===== config.mk =====
export PLATFORM = sky130hd
export DESIGN_NAME = rtc_bus_master
export DESIGN_NICKNAME = d
export VERILOG_FILES = /design/src/rtl/rtc_bus_pkg.sv /design/src/rtl/rtc_bus_master_timer.sv /design/src/rtl/rtc_bus_master.sv
export SDC_FILE = /design/constraint.sdc
export NUM_CORES = 1
export LEC_CHECK = 0
export CAP_MARGIN = 20
export CORE_ASPECT_RATIO = 1.25
export CORE_MARGIN = 4
export CORE_UTILIZATION = 30
export CTS_CLUSTER_DIAMETER = 50
export DETAILED_ROUTE_END_ITERATION = 10
export GPL_ROUTABILITY_DRIVEN = 0
export HOLD_SLACK_MARGIN = 0.15
export PLACE_DENSITY = 0.56
export SLEW_MARGIN = 20
export SYNTH_ARGS = -nofsm -noshare
export SYNTH_HDL_FRONTEND = slang
export SYNTH_SLANG_ARGS = --single-unit

===== constraint.sdc =====
create_clock -name clk -period 4.2 [get_ports clk]
set_clock_uncertainty 0.1 [all_clocks]
set_input_delay 0.84 -clock clk [delete_from_list [all_inputs] [get_ports clk]]
set_output_delay 0.84 -clock clk [all_outputs]
set_load 0.02 [all_outputs]

===== src/rtl/rtc_bus_pkg.sv =====
// rtc_bus_pkg: state encoding, phase-timer sizing and init-sequence constants for rtc_bus_master
package rtc_bus_pkg;
  typedef enum logic [3:0] {IDLE, A_SET, A_PUL, A_HLD, GAP, D_SET, D_PUL, D_HLD, DONE} state_t;
  localparam int INIT_LEN = 2;
  localparam logic [3:0][7:0] INIT_ADDR = {8'h00, 8'h10, 8'h02, 8'h02};
  localparam logic [3:0][7:0] INIT_DATA = {8'h00, 8'hD2, 8'h00, 8'h10};
  function automatic int tmr_w(input int a, input int b, input int c, input int d);
    int m;
    m = a > b ? a : b;
    m = m > c ? m : c;
    m = m > d ? m : d;
    return m > 1 ? $clog2(m) : 1;
  endfunction
endpackage


===== src/rtl/rtc_bus_master_timer.sv =====
// rtc_phase_timer: loadable down-counter shared by all bus phases
// Ports: clk, rst_n (async, active-low), load + load_m1 (start a phase of load_m1+1 clks),
//        last (high on the final clock of the current phase)
module rtc_phase_timer #(
  parameter int W = 2
) (
  input  logic         clk,
  input  logic         rst_n,
  input  logic         load,
  input  logic [W-1:0] load_m1,
  output logic         last
);
  logic [W-1:0] cnt_q, cnt_d;
  assign last = cnt_q == '0;
  always_comb cnt_d = load ? load_m1 : (last ? cnt_q : cnt_q - 1'b1);
  always_ff @(posedge clk or negedge rst_n) begin
    if (!rst_n) cnt_q <= '0;
    else cnt_q <= cnt_d;
  end
endmodule


===== src/rtl/rtc_bus_master.sv =====
// rtc_bus_master: single/burst master for the RTC multiplexed address/data bus
// Ports: clk, Reset_n (async, active-low); request side req/req_wr/req_addr/req_len,
//        wr_data/wr_next, rd_data/rd_valid, busy, done; pin side ChipSelect/Read/Write
//        (active-low), AoD (0 address, 1 data), ad_out/ad_oe/ad_in.
// Build option: RTC_INIT_SEQ_EN runs the RTC clear/init write sequence after reset.
module rtc_bus_master
  import rtc_bus_pkg::*;
#(
  parameter int DATA_W  = 8,
  parameter int CNT_W   = 4,
  parameter int T_SETUP = 2,
  parameter int T_PULSE = 4,
  parameter int T_HOLD  = 2,
  parameter int T_GAP   = 2
) (
  input  logic              clk,
  input  logic              Reset_n,
  input  logic              req,
  input  logic              req_wr,
  input  logic [DATA_W-1:0] req_addr,
  input  logic [CNT_W-1:0]  req_len,
  input  logic [DATA_W-1:0] wr_data,
  output logic              wr_next,
  output logic [DATA_W-1:0] rd_data,
  output logic              rd_valid,
  output logic              busy,
  output logic              done,
  output logic              ChipSelect,
  output logic              Read,
  output logic              Write,
  output logic              AoD,
  output logic [DATA_W-1:0] ad_out,
  output logic              ad_oe,
  input  logic [DATA_W-1:0] ad_in
);
  localparam int TW = tmr_w(T_SETUP, T_PULSE, T_HOLD, T_GAP);
`ifdef RTC_INIT_SEQ_EN
  localparam bit INIT_EN = 1'b1;
`else
  localparam bit INIT_EN = 1'b0;
`endif
  state_t state_q, state_d;
  logic wr_q, wr_d, init_q, init_d, aod_q, aod_d, cs_q, cs_d, rds_q, rds_d, wrs_q, wrs_d, oe_q, oe_d;
  logic wr_next_q, wr_next_d, rd_valid_q, rd_valid_d, busy_q, busy_d, done_q, done_d;
  logic [DATA_W-1:0] addr_q, addr_d, word_q, word_d, ad_q, ad_d, rd_data_q, rd_data_d;
  logic [CNT_W-1:0] cnt_q, cnt_d, len_q, len_d;
  logic last, a_ph, d_ph;
  logic [TW-1:0] tval;
  rtc_phase_timer #(.W(TW)) u_tmr (
    .clk(clk), .rst_n(Reset_n), .load(state_d != state_q), .load_m1(tval), .last(last)
  );
  // AoD flips on entry to GAP so it is settled before ChipSelect falls again.
  always_comb begin
    state_d = state_q;
    wr_d = wr_q;
    init_d = init_q;
    aod_d = aod_q;
    addr_d = addr_q;
    word_d = word_q;
    cnt_d = cnt_q;
    len_d = len_q;
    wr_next_d = 1'b0;
    case (state_q)
      IDLE: if (init_q || req) begin
        state_d = A_SET;
        wr_d = init_q || req_wr;
        addr_d = req_addr;
        len_d = init_q ? CNT_W'(INIT_LEN) : req_len;
        cnt_d = '0;
      end
      A_SET: if (last) state_d = A_PUL;
      A_PUL: if (last) state_d = A_HLD;
      A_HLD: if (last) begin
        state_d = GAP;
        aod_d = 1'b1;
      end
      D_SET: if (last) state_d = D_PUL;
      D_PUL: if (last) state_d = D_HLD;
      D_HLD: if (last) begin
        state_d = GAP;
        aod_d = 1'b0;
      end
      GAP: if (last) begin
        if (aod_q) begin
          state_d = D_SET;
          word_d = init_q ? DATA_W'(INIT_DATA[cnt_q[1:0]]) : wr_data;
          wr_next_d = wr_q && !init_q;
        end else if (cnt_q == len_q) begin
          state_d = init_q ? IDLE : DONE;
          init_d = 1'b0;
        end else begin
          state_d = A_SET;
          cnt_d = cnt_q + 1'b1;
          addr_d = addr_q + 1'b1;
        end
      end
      DONE: state_d = IDLE;
      default: state_d = IDLE;
    endcase
    a_ph = state_d inside {A_SET, A_PUL, A_HLD};
    d_ph = state_d inside {D_SET, D_PUL, D_HLD};
    tval = (state_d == A_SET || state_d == D_SET) ? TW'(T_SETUP - 1) :
           (state_d == A_PUL || state_d == D_PUL) ? TW'(T_PULSE - 1) :
           (state_d == A_HLD || state_d == D_HLD) ? TW'(T_HOLD - 1) : TW'(T_GAP - 1);
    cs_d = !(a_ph || d_ph);
    rds_d = !(state_d == D_PUL && !wr_d);
    wrs_d = !(state_d == A_PUL || (state_d == D_PUL && wr_d));
    oe_d = a_ph || (d_ph && wr_d);
    ad_d = a_ph ? (init_q ? DATA_W'(INIT_ADDR[cnt_d[1:0]]) : addr_d) : (d_ph && wr_d) ? word_d : ad_q;
    rd_valid_d = state_q == D_PUL && last && !wr_q;
    rd_data_d = rd_valid_d ? ad_in : rd_data_q;
    busy_d = state_d != IDLE;
    done_d = state_d == DONE;
  end
  always_ff @(posedge clk or negedge Reset_n) begin
    if (!Reset_n) begin
      state_q <= IDLE;
      wr_q <= 1'b0;
      init_q <= INIT_EN;
      aod_q <= 1'b0;
      cs_q <= 1'b1;
      rds_q <= 1'b1;
      wrs_q <= 1'b1;
      oe_q <= 1'b0;
      addr_q <= '0;
      word_q <= '0;
      ad_q <= '0;
      rd_data_q <= '0;
      cnt_q <= '0;
      len_q <= '0;
      wr_next_q <= 1'b0;
      rd_valid_q <= 1'b0;
      busy_q <= INIT_EN;
      done_q <= 1'b0;
    end else begin
      state_q <= state_d;
      wr_q <= wr_d;
      init_q <= init_d;
      aod_q <= aod_d;
      cs_q <= cs_d;
      rds_q <= rds_d;
      wrs_q <= wrs_d;
      oe_q <= oe_d;
      addr_q <= addr_d;
      word_q <= word_d;
      ad_q <= ad_d;
      rd_data_q <= rd_data_d;
      cnt_q <= cnt_d;
      len_q <= len_d;
      wr_next_q <= wr_next_d;
      rd_valid_q <= rd_valid_d;
      busy_q <= busy_d;
      done_q <= done_d;
    end
  end
  assign ChipSelect = cs_q;
  assign Read = rds_q;
  assign Write = wrs_q;
  assign AoD = aod_q;
  assign ad_oe = oe_q;
  assign ad_out = ad_q;
  assign rd_data = rd_data_q;
  assign rd_valid = rd_valid_q;
  assign wr_next = wr_next_q;
  assign busy = busy_q;
  assign done = done_q;
endmodule


Yosys cells after proc, flatten, opt, wreduce, memory -nomap -nowiden
Index checks and enable logic that the tools add are counted.
- bits in registers: 56
- add/subtract/negate cells: 3
- equality and inequality tests: 23
- multiplexer cells: 37
- reductions and logical operators: 27
- operators with widths (kind ; number):
    $mux W8 ; 9
    $mux W4 ; 13
    $eq A4 B3 Y1 const B ; 7
    $pmux W4 S7 ; 1
    $eq A4 B2 Y1 const B ; 4
    $pmux W8 S2 ; 1
    $ne A2 B2 Y1 const B ; 6
    $add A8 B1 Y8 const B ; 1
    $eq A4 B1 Y1 const B ; 2
    $mux W2 ; 4
    $pmux W4 S2 ; 1
    $mux W1 ; 7
    $reduce_bool A2 Y1 ; 3
    $reduce_bool A3 Y1 ; 2
    $logic_and A1 B1 Y1 ; 5
    $logic_not A1 Y1 ; 5
    $logic_or A1 B1 Y1 ; 5
    $reduce_and A5 Y1 ; 1
    $add A4 B1 Y4 const B ; 1
    $eq A4 B4 Y1 ; 1
    $eq A4 B4 Y1 const B ; 1
    $logic_not A4 Y1 ; 1
    $ne A4 B4 Y1 ; 1
    $reduce_bool A4 Y1 ; 1
    7 further kinds ; 7

Logic depth before layout (Yosys ltp)
Gate-level depths: netlist (run 1).
- word-level depth: 10
- mapped depth: 10

By module
A second synthesis (run 1) with hierarchy kept.
- cell total of the unflattened synthesis: 264
- area, all modules: 2768.9 sq um
- modules (own cells, without submodules) (module ; times used ; cells an instance ; area each (sq um) ; sequential area each (sq um)):
    rtc_bus_master ; 1 ; 252 ; 2656.3 ; 1355.0
    rtc_phase_timer ; 1 ; 12 ; 112.6 ; 50.0

Least setup slack after synthesis (run 1)
OpenSTA, ideal clock, no wires.
- path kind: register to register
- start: register u_tmr.cnt_q[0]
- end: register ad_q[5], in the netlist ad_out[5]
- arrival time: 2.114 ns
- data required time: 3.975 ns
- path slack: 1.860 ns
- stages on the path, launching flop included: 10
- path buffers: 1
- period minus slack after synthesis: 2.340 ns
- path through: dfrtp_1 > inv_1 > ha_1 > buf_4 > or3b_1 > a21oi_1 > nor3_2 > nor2_1 > mux2_4 > mux2_4
- word-level cells in the longest chain between the ends: 7
- elaborated cells between the ends (all ways): 24
- classes of those cells: eq/ne: 6; mux: 13; reduce/logical: 5
- ends and longest elaborated chain (what ; RTL line ; RTL):
    start, declared ; rtc_bus_master_timer.sv:13 ; logic [W-1:0] cnt_q, cnt_d;
    start signal, assigned ; rtc_bus_master_timer.sv:18 ; else cnt_q <= cnt_d;
    $logic_not A2 Y1 * ; rtc_bus_master_timer.sv:14 ; assign last = cnt_q == '0;
    $mux W4, or another cell as far along ; rtc_bus_master.sv:83 ; GAP: if (last) begin
    $pmux W4 S7 * ; rtc_bus_master.sv:63 ; case (state_q)
    net state_d[2] ; rtc_bus_master.sv:42 ; state_t state_q, state_d;
    $eq A4 B3 Y1 (on tied branches) ; n/a ;
    $reduce_bool A3 Y1 ; rtc_bus_master.sv:101 ; d_ph = state_d inside {D_SET, D_PUL, D_HLD};
    $logic_and A1 B1 Y1 ; rtc_bus_master.sv:109 ; ad_d = a_ph ? (init_q ? DATA_W'(INIT_ADDR[cnt_d[1:0]]) : addr_d) : (d_ph && wr_d) ? word_d : ad_q;
    $reduce_bool A2 Y1 (no line) ; n/a ;
    end signal, assigned ; rtc_bus_master.sv:127 ; ad_q <= '0;
    end signal, assigned ; rtc_bus_master.sv:146 ; ad_q <= ad_d;
    end, declared ; rtc_bus_master.sv:45 ; logic [DATA_W-1:0] addr_q, addr_d, word_q, word_d, ad_q, ad_d, rd_data_q, rd_data_d;
Mark *: on every way through the listed nets, which the timed path passes. The rest lies on a longest branch. The select of a mux whose other input is x is not followed.
A chain may end at the register's enable or synchronous reset.

Final worst setup path (run 1)
- start: input port req
- end: register ad_q[5], in the netlist ad_out[5]
- word-level cells in the longest chain between the ends: 6
- elaborated cells between the ends (all ways): 17
- classes of those cells: eq/ne: 6; mux: 7; reduce/logical: 4
- ends and longest elaborated chain (what ; RTL line ; RTL):
    start, declared ; rtc_bus_master.sv:18 ; input logic req,
    $mux W4 ; rtc_bus_master.sv:64 ; IDLE: if (init_q || req) begin
    $pmux W4 S7 ; rtc_bus_master.sv:63 ;
    $eq A4 B3 Y1 (on tied branches) ; n/a ;
    $reduce_bool A3 Y1 ; rtc_bus_master.sv:101 ;
    $logic_and A1 B1 Y1 ; rtc_bus_master.sv:109 ;
    $reduce_bool A2 Y1 (no line) ; n/a ;
Several ways; a longest one is shown, not always the timed one.

==> results of run 1 <==
## area by class of cell
class	instances	area (um2)
Tap cell	123	154
Clock inverter	1	30.0
Clock buffer	7	153
Fill cell	909	5540
Multi-Input combinational cell	197	1320
Sequential cell	56	1410
Inverter	16	60.1
Timing Repair Buffer	58	571
## worst register-to-register path: cells and delay by family (launching register included)
kind / cells / cell delay [ns]
and+or+nand+nor: 1 / 0.14
DFF: 1 / 0.80
muxes: 1 / 0.35
AOI/OAI and AO/OA: 4 / 1.39
## per-stage QoR
stage	hold slack, ns	area (um2)	instances
3_3_place_gp	0.359	3500	450
6_report	0.365	3690	458
5_1_grt	0.404	3690	458
3_5_place_dp	0.366	3500	450
4_1_cts	0.383	3690	458
2_1_floorplan	0.365	2840	280
## cells in the mapped netlist (6+ instances only)
cell	n	share of area
or3_1	6	0.013
xor2_1	7	0.022
mux2_2	8	0.032
buf_2	6	0.011
mux2i_1	16	0.056
nand3_1	9	0.016
a21oi_1	9	0.016
inv_1	15	0.020
o21ai_0	7	0.012
nor2_1	10	0.013
nand2_1	55	0.073
and3_1	7	0.015
dfrtp_1	53	0.47
## report_power, final
part	internal [mW]	switching, mW	total [mW]
combinational	0.632	0.713	1.34
sequential	0.758	0.196	0.953
clock	0.314	0.195	0.509
total	1.70	1.10	2.81
## flip-flops by register name, summed over array words and instances (netlist names), 2 cells and up
name / count
addr_q: 8
len_q: 4
state_q: 4
ad_out: 8
rd_data: 8
u_tmr.cnt_q: 2
word_q: 8
cnt_q: 4
## logic make-up (layout without fill, tap and decap cells)
family	Yosys count	count (layout)	synth area share
adder cells (fa/ha/maj)	3	3	0.0132
AO/OA/AOI/OAI	43	43	0.118
AND/OR/NAND/NOR	117	117	0.208
XOR/XNOR	8	8	0.0246
buffers and inverters	27	82	0.0436
flip-flops	56	56	0.494
multiplexers	26	26	0.0985
## worst max-delay path by stage
stage / to / from / slack, ns / cells past startpoint
CTS: ad_out[5] / req / 1.06 / 6
floorplan: ad_out[5] / u_tmr.cnt_q[0] / 1.86 / 9
finish: ad_out[5] / req / 1.11 / 6
global route: ad_out[5] / req / 0.90 / 6
global placement: ad_out[5] / req / 0.78 / 6
detailed placement: ad_out[5] / req / 0.73 / 6
## per-layer routing
layer / track usage / routed length, um / up-vias
met2: 0.220 / 3470 / 40
met1: 0.166 / 2950 / 1085
li1: - / - / 1082
met3: 0.0205 / 239 / 6
met4: 0.0462 / 107 / 0
met5: 0 / 0 / -
==> results.tsv, run 1 <==
stage	metric	value	unit
timing	worst_slew_pin_slew	1.01	ns
global_routing	antenna_found_initial	0	
yosys	syn-num-nets	315	
yosys	yosys_warnings	0	
cts	numCtsBuffers	5	
global_routing	overflow	0	
outcome	status	finished, final reports clean	
cts	cts_resized	0	
setup_path	r2r_setup_slack	1.32	ns
yosys	synth-seq-cells	56	
cts	cts_tree	built	
routing	vias	2213	
yosys	syn_area_per_cell	10.2	um2
placement	place_hpwl	5140	um
routing	drcViolationCount	0	
routing	wl_per_cell	14.8	um
setup_path	path_delay_family	buffers and inverters	
placement	io_buffer_count	56	
setup_path	critPathBufInv	1	
placement	pre_cts_ws	0.731	ns
cells_and_area	nNetsFinal	369	
setup_path	arrival	3.18	ns
power	finalPower	2.81	mW
cells_and_area	area_growth_syn_to_layout	29.7	%
timing	drv_slew	0	
floorplanning	core	0.00922	mm2
timing	fin_crit_sh	0.735	
power	p_leak	1.67	nW
yosys	syn_area	0.00284	mm2
job	cap_violations	0	
routing	antenna_left	0	
floorplanning	rows	39	
timing	slew-limit-headroom	0.317	
cells_and_area	num_antenna_cells	0	
floorplanning	dieArea	0.0111	mm2
cts	clkTransAtPathRegs	0.07	ns
global_routing	grtUsageTotal	0.129	
timing	setup_tns	0	ns
setup_path	slowest_stage	clkdlybuf4s50_1	
timing	period_needed	3.09	ns
cells_and_area	final_util	0.400	
routing	wl	6770	um
timing	rsz0062_at_grt	no	
timing	hold_viol_final	0	
routing	drt_pass1_iterations	4	
floorplanning	io_pins	57	
setup_path	r2r-end	ad_out[5]	
cts	insertion_delay	0.30	ns
cts	cts_buffer_depth	2	
timing	setup_viol	0	
floorplanning	start_util	0.308	
yosys	ys_types	56	
setup_path	cpPeakStageDelay	0.72	ns
global_routing	grt_max_degree	39	
power	power_density	761	mW/mm2
yosys	yosysSeqAreaShare	0.494	
global_routing	grt_pass1_vias	2245	
global_routing	grt_pass1_wl	11200	um
power	peakVddDrop	0.337	mV
setup_path	start_kind	primary input	
setup_path	reg2reg_from	state_q[2]	
cts	cts_sinks	56	
hold_path	min_path_type	in -> async	
timing	worst_slack	1.11	ns
cts	htree_num_levels	2	
cts	cts_root_buffer	clkbuf_16	
cells_and_area	final_cell_mix	55 x nand2_1, 55 x clkdlybuf4s50_1, 53 x dfrtp_1	
routing	viasPerCell	4.83	
cts	postCtsHoldBufs	0	
yosys	synth-main-ff-cell	dfrtp_1	
floorplanning	die-width	95.1	um
floorplanning	die_h	117	um
yosys	synth-edff-count	0	
yosys	syn_inst	280	
setup_path	crit_chain	clkdlybuf4s50_1 > nand2b_1 > nor2_2 > mux2i_1 > a21oi_2 > mux2_4	
routing	drt_iter0_drc	163	
yosys	async_flop_share	1.00	
setup_path	endpoint_kind	flop	
setup_path	crit_required	4.29	ns
setup_path	critPathKind	in -> reg	
cells_and_area	final_layout_size_suffix_gt1_frac	0.107	
setup_path	crit_path_max_fanout	12	
setup_path	rr_worst_depth	6	
timing	timing.fmax	324	MHz
cts	post_cts_buffers	0	
No activity file was read; power rests on OpenSTA's default activity.
==> inputs of run 2 (changes only) <==
Clock period 4.2 ns to 2.85 ns, I/O delays scaled along.
==> results.tsv, run 2 (synthesis results as in run 1) <==
stage	metric	value	unit
cells_and_area	num_antenna_cells	0	
timing	setup_tns	0	ns
global_routing	grt_pass1_wl	11100	um
routing	drt_pass1_iterations	4	
routing	drt_iter0_drc	145	
timing	fin_crit_sh	0.945	
timing	setup_viol	0	
routing	viasPerCell	4.78	
routing	wl_per_cell	14.4	um
cells_and_area	area_growth_syn_to_layout	33.4	%
cts	htree_num_levels	2	
cts	cts_sinks	56	
routing	drcViolationCount	0	
cells_and_area	fin_cells	472	
floorplanning	rows	39	
routing	wl	6780	um
timing	slew-limit-headroom	0.343	
floorplanning	dieArea	0.0111	mm2
cts	insertion_delay	0.30	ns
timing	worst_slew_pin_slew	0.975	ns
cells_and_area	final_layout_size_suffix_gt1_frac	0.140	
timing	hold_viol_final	0	
setup_path	crit_required	2.93	ns
floorplanning	die_h	117	um
cts	cts_root_buffer	clkbuf_16	
cts	clkTransAtPathRegs	0.08	ns
floorplanning	io_pins	57	
global_routing	overflow	0	
power	power_density	1110	mW/mm2
setup_path	start_kind	flop	
floorplanning	start_util	0.308	
global_routing	antenna_found_initial	0	
setup_path	crit_path_max_fanout	11	
hold_path	min_path_type	reg -> reg	
cells_and_area	fillers	904	
cts	post_cts_buffers	0	
routing	vias	2256	
cells_and_area	design_area	0.00379	mm2
routing	antenna_left	0	
setup_path	critPathKind	reg -> reg	
placement	placed_cell_area	0.00360	mm2
global_routing	grtUsageTotal	0.128	
setup_path	arrival	2.77	ns
power	finalPower	4.22	mW
global_routing	grt_pass1_vias	2234	
power	p_leak	1.74	nW
cells_and_area	final_cell_mix	55 x nand2_1, 55 x clkdlybuf4s50_1, 53 x dfrtp_1	
timing	drv_slew	0	
placement	place_inst	463	
setup_path	endpoint_kind	flop	
cts	numCtsBuffers	5	
outcome	status	finished, final reports clean	
floorplanning	core	0.00922	mm2
cells_and_area	nNetsFinal	383	
floorplanning	die-width	95.1	um
cts	cts_tree	built	
global_routing	grt_max_degree	25	
cts	cts_buffer_depth	2	
timing	timing.fmax	371	MHz
power	peakVddDrop	0.340	mV
timing	period_needed	2.69	ns
job	cap_violations	0	
placement	io_buffer_count	56	
timing	rsz0062_at_grt	no	
placement	place_hpwl	5150	um
[run 2: changes by cell type in the layout (fill, tap and decap cells not counted)]
cell	delta
a2111oi_0	-1
a21oi_2	-1
a2111oi_1	+1
clkbuf_8	-2
clkinv_4	+2
dlygate4sd3_1	+1
buf_4	+13
a21oi_4	+1
[run 2: worst paths after layout]
| path | startpoint | end | slack [ns] | depth (start not counted) |
|---|---|---|---|---|
| setup / recovery | cnt_q[0] | ad_out[5] | 0.16 | 6 |
| hold / removal | rd_data[0] | rd_data[0] | 0.38 | 2 |
| setup reg to reg | cnt_q[0] | ad_out[5] | 0.16 | 6 |
| hold reg to reg | rd_data[0] | rd_data[0] | 0.38 | 2 |
| max in group asynchronous | Reset_n | Read | 1.36 | 3 |
| min in group asynchronous | Reset_n | ad_out[4] | 0.61 | 2 |
[run 2: where the power goes]
part	internal [mW]	leakage, nW	total, mW	switching, mW
combinational	1.01	0.992	2.15	1.13
sequential	1.12	0.660	1.36	0.243
clock	0.418	0.0840	0.713	0.295
[run 2: layout make-up]
class	count	area, um2	share of cell area
clock inverter	3	47.5	0.0125
clock buffer	5	125	0.0330
multi-input combinational	197	1320	0.349
tap	123	154	0.0406
timing repair buffer	72	678	0.179
sequential	56	1410	0.370
inverter	16	60.1	0.0158
[run 2: critical path: stages (launching register included)]
cell	delay [ns]
dfrtp_1	0.43
xor2_1	0.21
o41ai_2	0.90
nor4_1	0.11
a211o_1	0.32
mux2_4	0.26
mux2_4	0.25
[run 2: metrics by stage]
stage	util	setup slack [ns]	hold WS, ns
4_1_cts	0.410	0.163	0.382
3_5_place_dp	0.391	0.183	0.366
6_report	0.411	0.156	0.378
5_1_grt	0.411	0.00140	0.407
3_3_place_gp	0.391	0.218	0.358
2_1_floorplan	-	0.510	0.174
[run 2: repair_timing]
action | in CTS | in global routing
endpoints found under the hold margin | 13 | 0
resized for setup | 0 | 2
setup endpoints to repair | 0 | 7
hold buffers | 1 | 0
[run 2: per-layer routing]
metal / track usage / part of all wire / up-vias
met1: 0.171 / 0.45 / 1092
met2: 0.208 / 0.50 / 46
li1: - / - / 1113
met3: 0.0205 / 0.037 / 5
met5: 0 / 0 / -
met4: 0.0462 / 0.016 / 0
==> inputs of run 3 (changes only) <==
Clock period 2.85 ns to 2.7 ns, I/O delays scaled along.
==> results.tsv, run 3 (synthesis results as in run 1) <==
stage	metric	value	unit
outcome	status	finished, final reports clean	
timing	period_needed	2.50	ns
floorplanning	core	0.00922	mm2
placement	io_buffer_count	56	
power	clkPwrFrac	0.144	
placement	place_hpwl	5250	um
power	p_sw	1.75	mW
timing	hold_slack	0.371	ns
timing	fin_crit_sh	0.926	
cts	htree_num_levels	2	
power	p_int	2.63	mW
timing	setup_tns	0	ns
timing	slew-limit-headroom	0.660	
floorplanning	start_util	0.308	
setup_path	reg2reg_from	state_q[0]	
routing	wl	6890	um
setup_path	crit_chain	nor3_1 > nand2_1 > or3_1 > a211o_1 > mux2_4 > mux2_4	
cts	insertion_delay	0.29	ns
floorplanning	die-width	95.1	um
routing	drt_pass1_iterations	4	
routing	wl_met3	150	um
cts	post_cts_buffers	0	
cells_and_area	num_antenna_cells	0	
routing	routed.top_layer	met4	
global_routing	antenna_found_initial	0	
global_routing	overflow	0	
cells_and_area	nNetsFinal	386	
cts	cts_sinks	56	
placement	place_inst	466	
setup_path	arrival	2.58	ns
setup_path	critPathBufInv	0	
global_routing	grt_pass1_vias	2331	
routing	wl_per_cell	14.5	um
power	p_leak	1.73	nW
global_routing	grt_max_degree	23	
cells_and_area	regArea	0.00141	mm2
timing	timing.fmax	400	MHz
power	p_seq_frac	0.323	
global_routing	grtUsageTotal	0.131	
timing	hold_viol_final	0	
timing	drv_slew	0	
routing	antenna_left	0	
timing	worst_slew_pin_slew	0.504	ns
cells_and_area	fillers	919	
routing	met2_length	3510	um
setup_path	r2r_setup_slack	0.20	ns
power	p_comb_frac	0.533	
routing	drt_iter0_drc	153	
job	cap_violations	0	
cells_and_area	final_cell_mix	55 x nand2_1, 55 x clkdlybuf4s50_1, 53 x dfrtp_1	
power	switching_share	0.400	
setup_path	critPathMostFrequentCell	mux2_4	
cts	clkTransAtPathRegs	0.07	ns
setup_path	slowest_stage	dfrtp_1	
hold_path	min_to	rd_data[5]	
setup_path	endpoint_kind	flop	
floorplanning	rows	39	
cts	cts_root_buffer	clkbuf_16	
setup_path	crit_path_max_fanout	11	
hold_path	min_from	rd_data[5]	
setup_path	cpPeakStageDelay	0.50	ns
timing	rsz0062_at_grt	no	
setup_path	rr_worst_depth	6	
cells_and_area	final_util	0.411	
cells_and_area	fin_cells	474	
power	power_density	1160	mW/mm2
cts	numCtsBuffers	5	
floorplanning	io_pins	57	
hold_path	hold_depth	2	
cts	cts_tree	built	
power	peakVddDrop	0.382	mV
setup_path	crit_required	2.78	ns
timing	setup_viol	0	
cells_and_area	multi_input_area	0.00133	mm2
cts	cts_buffer_depth	2	
cells_and_area	area_growth_syn_to_layout	33.2	%
setup_path	critPathKind	reg -> reg	
setup_path	start_kind	flop	
routing	wl_met1	3140	um
floorplanning	die_h	117	um
routing	drcViolationCount	0	
setup_path	r2r-end	ad_out[5]	
global_routing	grt_pass1_wl	11400	um
setup_path	path_delay_family	simple AND/OR/NAND/NOR gates	
routing	viasPerCell	4.74	
floorplanning	dieArea	0.0111	mm2
cells_and_area	final_layout_size_suffix_gt1_frac	0.148	
hold_path	min_path_type	reg -> reg	
routing	vias	2247	
-- run 3: how the worst max path moves through the flow --
stage / startpoint / end / slack [ns] / cells after the start
after floorplan: u_tmr.cnt_q[0] / ad_out[5] / 0.36 / 9
after global placement: u_tmr.cnt_q[0] / ad_out[5] / 0.15 / 8
after detailed placement: u_tmr.cnt_q[0] / ad_out[2] / -0.0006 / 8
after CTS: u_tmr.cnt_q[0] / ad_out[2] / 0.08 / 8
after global routing: u_tmr.cnt_q[0] / ad_out[0] / 0.06 / 8
final: state_q[0] / ad_out[5] / 0.20 / 6
-- run 3: worst register-to-register path, cell delays in order (launching register included) --
cell and delay [ns]:
dfrtp_1 0.50, nor3_1 0.34, nand2_1 0.22, or3_1 0.41
a211o_1 0.30, mux2_4 0.26, mux2_4 0.26
-- run 3: power groups by stage --
stage / clock network (mW) / logic (mW) / registers [mW]
detailed placement: 0 / 2.33 / 1.43
floorplan: 0 / 1.40 / 1.56
finish: 0.630 / 2.33 / 1.42
CTS: 0.656 / 2.35 / 1.42
global route: 0.687 / 2.59 / 1.46
global placement: 0 / 2.29 / 1.43
-- run 3: through the flow --
| step | cell area (um2) | setup slack, ns | power [mW] |
|---|---|---|---|
| 2_1_floorplan | 2840 | 0.360 | 2.96 |
| 3_3_place_gp | 3620 | 0.147 | 3.72 |
| 3_5_place_dp | 3620 | -0.000610 | 3.76 |
| 4_1_cts | 3770 | 0.0850 | 4.42 |
| 5_1_grt | 3790 | 0.0580 | 4.74 |
| 6_report | 3790 | 0.199 | 4.38 |
-- run 3: what timing repair did --
action / in CTS / in global routing
setup endpoints to repair: 2 / 7
endpoints found under the hold margin: 20 / 0
hold buffers: 1 / 0
gates resized for setup: 1 / 3
-- run 3: routing by layer --
layer  global-route usage  up-vias
li1                     -     1114
met1                0.167     1100
met2                0.223       29
met3               0.0211        4
met4               0.0462        0
met5                    0        -
-- run 3: area by class of cell --
class | count | share of cell area
clock inverters | 1 | 0.00231
flip-flops and latches | 56 | 0.371
clock buffers | 6 | 0.0340
repair buffers | 75 | 0.185
inverters | 16 | 0.0159
multi-input cells | 197 | 0.351
well taps | 123 | 0.0406
